### src/rtl/endec_axis_tx.sv
// Serialises one captured 384-bit encoder frame into 8 or 12 AXI-Stream beats.
// Define ENDEC_AXIS_TX_HDR_EN to prepend a header beat carrying beat count and code parameters.
module endec_axis_tx #(
  parameter int TDATA_W = 32
) (
  input  logic               sys_clk,
  input  logic               rst,
  input  logic [383:0]       i_frame_data,
  input  logic               i_code_rate,
  input  logic               i_constr_len,
  input  logic               i_frame_valid,
  output logic               o_frame_ready,
  output logic [TDATA_W-1:0] axi_tx_tdata,
  output logic               axi_tx_tvalid,
  output logic               axi_tx_tlast,
  input  logic               axi_tx_tready,
  output logic               o_frame_sent
);

  typedef enum logic {
    IDLE,
    SEND
  } state_t;

  state_t       state_q, state_d;
  logic [383:0] frame_q, frame_d;
  logic         rate_q, rate_d;
  logic [3:0]   beat_q, beat_d;
  logic         sent_q, sent_d;
  logic [3:0]   last_beat;
  logic [3:0]   word_idx;
  logic [8:0]   bit_off;
  logic         hs;

`ifdef ENDEC_AXIS_TX_HDR_EN
  logic         cl_q, cl_d;
  logic [7:0]   payload_n;
`else
  logic         unused_constr_len;
  assign unused_constr_len = i_constr_len;
`endif

  assign hs            = axi_tx_tvalid && axi_tx_tready;
  assign o_frame_ready = (state_q == IDLE);
  assign axi_tx_tvalid = (state_q == SEND);
  assign axi_tx_tlast  = (state_q == SEND) && (beat_q == last_beat);
  assign o_frame_sent  = sent_q;

  // Beat 0 is the header when enabled, so payload words lag the beat counter by one.
  always_comb begin
`ifdef ENDEC_AXIS_TX_HDR_EN
    payload_n = rate_q ? 8'd12 : 8'd8;
    last_beat = rate_q ? 4'd12 : 4'd8;
    word_idx  = (beat_q == 4'd0) ? 4'd0 : beat_q - 4'd1;
`else
    last_beat = rate_q ? 4'd11 : 4'd7;
    word_idx  = beat_q;
`endif
    bit_off = {word_idx, 5'b0};
  end

  always_comb begin
    axi_tx_tdata = '0;
    if (state_q == SEND) begin
      axi_tx_tdata = frame_q[bit_off +: TDATA_W];
`ifdef ENDEC_AXIS_TX_HDR_EN
      if (beat_q == 4'd0) begin
        axi_tx_tdata = {4'hA, 12'h000, payload_n, 6'b0, cl_q, rate_q};
      end
`endif
    end
  end

  always_comb begin
    state_d = state_q;
    frame_d = frame_q;
    rate_d  = rate_q;
    beat_d  = beat_q;
    sent_d  = 1'b0;
`ifdef ENDEC_AXIS_TX_HDR_EN
    cl_d    = cl_q;
`endif
    case (state_q)
      IDLE: begin
        if (i_frame_valid) begin
          frame_d = i_frame_data;
          rate_d  = i_code_rate;
`ifdef ENDEC_AXIS_TX_HDR_EN
          cl_d    = i_constr_len;
`endif
          beat_d  = '0;
          state_d = SEND;
        end
      end
      SEND: begin
        if (hs) begin
          if (beat_q == last_beat) begin
            beat_d  = '0;
            sent_d  = 1'b1;
            state_d = IDLE;
          end else begin
            beat_d = beat_q + 4'd1;
          end
        end
      end
      default: state_d = IDLE;
    endcase
  end

  always_ff @(posedge sys_clk) begin
    if (rst) begin
      state_q <= IDLE;
      frame_q <= '0;
      rate_q  <= 1'b0;
      beat_q  <= '0;
      sent_q  <= 1'b0;
`ifdef ENDEC_AXIS_TX_HDR_EN
      cl_q    <= 1'b0;
`endif
    end else begin
      state_q <= state_d;
      frame_q <= frame_d;
      rate_q  <= rate_d;
      beat_q  <= beat_d;
      sent_q  <= sent_d;
`ifdef ENDEC_AXIS_TX_HDR_EN
      cl_q    <= cl_d;
`endif
    end
  end

endmodule

### config.mk
export PLATFORM = sky130hd
export DESIGN_NAME = endec_axis_tx
export DESIGN_NICKNAME = d
export VERILOG_FILES = /design/src/rtl/endec_axis_tx.sv
export SDC_FILE = /design/constraint.sdc
export NUM_CORES = 1
export LEC_CHECK = 0
export CORE_UTILIZATION = 49
export DETAILED_ROUTE_END_ITERATION = 8
export HOLD_SLACK_MARGIN = 0.06
export PLACE_DENSITY = 0.8
export SLEW_MARGIN = 20
export SYNTH_ARGS = -nofsm -noshare
export SYNTH_HDL_FRONTEND = slang
export SYNTH_SLANG_ARGS = --single-unit
### constraint.sdc
create_clock -name sys_clk -period 2.1 [get_ports sys_clk]
set_input_delay 0.42 -clock sys_clk [delete_from_list [all_inputs] [get_ports sys_clk]]
set_output_delay 0.42 -clock sys_clk [all_outputs]
set_load 0.05 [all_outputs]
==> out/metrics.cfg <==
[global_route]
grt_pass1_vias=15600
grt_overflow=0
grt_antenna_before_repair=6
grt_max_degree=107
track_usage_pct=31.9
grt_pass1_wl_mm=84.2

[synthesis]
yosysUniqueCellTypes=30
ys_ff_latch=391
yosys_warnings=0
synth_xor_area_share_pct=0
yosysSeqAreaShare_pct=47.3
yosys.area_share.simple_pct=20.2
post-synth-top-area-cell=dfxtp_1
syn_inst=2004
synthMuxAreaShare_pct=13.1
synth.avg_cell_area_sq_um=8.25
synth_compound_area_share_pct=14.6
synth_top_family_by_area=simple AND/OR/NAND/NOR gates
syn_area_sq_um=16500
synth_nets=2395
synth_top_cell_area_share_pct=47.3
synth_fa_ha_area_share_pct=0.0756
synthTopCellsByArea=dfxtp_1 (47%), nand2_1 (18%), a21oi_1 (12%)

[setup_path]
critPathLaunchType=flip-flop
reg2reg_from=beat_q[1]$_SDFFE_PP0P_
slowest_delay_ns=0.60
path_delay_family=multiplexers
worstPathRequired_ns=1.68
crit_path_max_fanout=13
path_cells=buf_16 -> mux4_2 -> nor2b_1 -> buf_4 -> o31ai_4 -> buf_12
slowest_stage=mux4_2
worstPathArrival_ns=2.30
ff2ff_path_depth=6
regToRegEndpoint=beat_q[2]$_SDFFE_PP0P_
r2r_setup_slack_ns=0.40
worstSetupPathType=flip-flop to output port
path_buf_inv=3
cp-end-kind=output port

[placed_design]
gp_congestion=0.872
hpwl_mm=39.8
dpl.cell_count=2787
postPlaceCellArea_sq_um=22400
io_buffer_count=424

[route]
wl_per_cell_microns=19.8
detail-route-antenna-nets=0
post_drt_via_cell_ratio=5.53
wl_mm=57.0
vias=15900
dr.pass1.iters=6
drt_iter0_drc=1423
route.detailed.drc=0

[clock_network]
clockBufferDepth=3
root_buffer=clkbuf_16
cts_buffers=41
path_clk_slew_ns=0.06
cts_sinks=391
clkLatencyLatePin_ns=0.53
ctsHtreeMaxLevel=2
cts_tree=yes

[timing]
min_period_ns=2.72
finalCritPeriodShare_pct=129
slew_violations=0
setup_violations=33
fmax_ghz=0.368
hold_viol=0
setup_ws_ns=-0.617
tightest_slew_ns=0.443
rsz0062_at_grt=yes
slew_headroom_pct=70.5
fin_skew_ns=0.00876

[worst_hold_path]
holdPathStages=2
hold_class=input pin to flip-flop
worstHoldStart=rst
hold_end=frame_q[325]$_SDFFE_PP0P_

[flow_run]
drv_cap=0

[outcome]
violations=negative setup slack
status=finished, violations left

[layout]
synthToLayoutAreaGrowth_pct=48.7
layout.nets=2798
final_area_sq_um=24600
fin_cells=2882
layout-drive-gt1-share_pct=15.4
utilization_pct=74.8

[power]
leakage_nw=9.13
powerDensity_nw_per_um2=749
max-vdd-ir-drop_mv=0.522
fin_total_pwr_mw=18.4

[die]
core_area_sq_um=32900
start_util_pct=50.3
fp.dieArea_sq_um=34500
die_h_microns=186
placementRows=66
fp.dieW_microns=186
ios=426

==> state kept, by name (all words and copies together), names as in the netlist <==
register / count
frame_q: 384
beat_q: 4
axi_tx_tvalid: 1
o_frame_sent: 1
rate_q: 1
==> cells in the mapped netlist, drive strengths merged <==
library cell / instances
o22ai: 32
nand2: 805
a32oi: 1
inv: 1
nor3: 1
mux4: 64
mux2i: 1
nand2b: 2
buf: 94
and3b: 1
ha: 1
mux2: 63
o2111ai: 1
nor3b: 2
or4b: 1
o31ai: 32
clkbuf: 75
dfxtp: 391
a21oi: 388
or2: 1
nor2: 8
nand3: 2
nor2b: 32
and2: 1
o21ai: 3
a22oi: 1
==> how the worst max path moves through the flow <==
| stage | start | end | slack, ns | cells after the start |
|---|---|---|---|---|
| 2_1_floorplan | axi_tx_tvalid$_SDFF_PP0_ | axi_tx_tdata[10] | -0.04 | 3 |
| 3_3_place_gp | beat_q[1]$_SDFFE_PP0P_ | axi_tx_tdata[26] | -0.18 | 7 |
| 3_5_place_dp | beat_q[1]$_SDFFE_PP0P_ | axi_tx_tdata[27] | -0.20 | 7 |
| 4_1_cts | beat_q[1]$_SDFFE_PP0P_ | axi_tx_tdata[17] | -0.63 | 7 |
| 5_1_grt | beat_q[1]$_SDFFE_PP0P_ | axi_tx_tdata[17] | -0.66 | 7 |
| 6_report | beat_q[1]$_SDFFE_PP0P_ | axi_tx_tdata[8] | -0.62 | 6 |
==> cell type report <==
class	count	area (sq um)
antenna	5	12.5
clock buffer	63	1260
clock inverter	8	124
fill	2275	8270
inverter	1	3.75
multi-input combinational	1443	8800
sequential	391	7840
tap	442	553
timing repair buffer	529	6000
==> routing by layer <==
metal | track usage [%] | wire [microns]
met1 | 38.5 | 21900
met2 | 54.7 | 27900
met3 | 4.91 | 4200
met4 | 16.7 | 2930
met5 | 0 | 12
==> per-stage QoR <==
step	hold slack, ns	TNS [ns]	setup WS [ns]
2_1_floorplan	0.432	-1.19	-0.0398
5_1_grt	0.211	-19.87	-0.660
3_5_place_dp	0.445	-2.28	-0.204
4_1_cts	0.195	-18.87	-0.631
3_3_place_gp	0.438	-1.72	-0.181
6_report	0.216	-18.30	-0.617
==> timing repair <==
item                       CTS  global route
pin swaps                   11            12
gates cloned                 4             3
hold buffers                 0             0
setup endpoints to repair   33            33
resized for setup           81            45
buffers inserted             5             9
==> where the power goes <==
| part | internal, mW | total, mW | switching [mW] | leakage, nW |
|---|---|---|---|---|
| clock network | 4.49 | 7.44 | 2.95 | 0.675 |
| registers | 7.84 | 8.07 | 0.227 | 3.21 |
| logic | 1.49 | 2.91 | 1.42 | 5.24 |
==> placed cells by master (no fill, tap or decap), types with 32 or more instances in the layout <==
cell type,instances
mux2_1,56
a21oi_1,388
dfxtp_1,387
o31ai_4,32
mux4_2,64
buf_4,49
buf_12,67
clkdlybuf4s50_1,387
clkbuf_16,46
nand2_1,795
==> cells by family after synthesis <==
kind of cell / count (synthesis)
flops: 391
simple gates: 856
fa+ha+maj: 1
mux: 128
buf+inv: 170
compound gates: 458
==> worst reg2reg max path: cells and delay by family, from the launching register on <==
kind / cells / cell delay [ns]
buffers and inverters: 3 / 0.46
AND/OR/NAND/NOR: 1 / 0.44
flip-flops: 1 / 0.42
adder cells (fa/ha/maj): 1 / 0.17
AO/OA/AOI/OAI: 1 / 0.15
No activity file was read; power rests on OpenSTA's default activity.
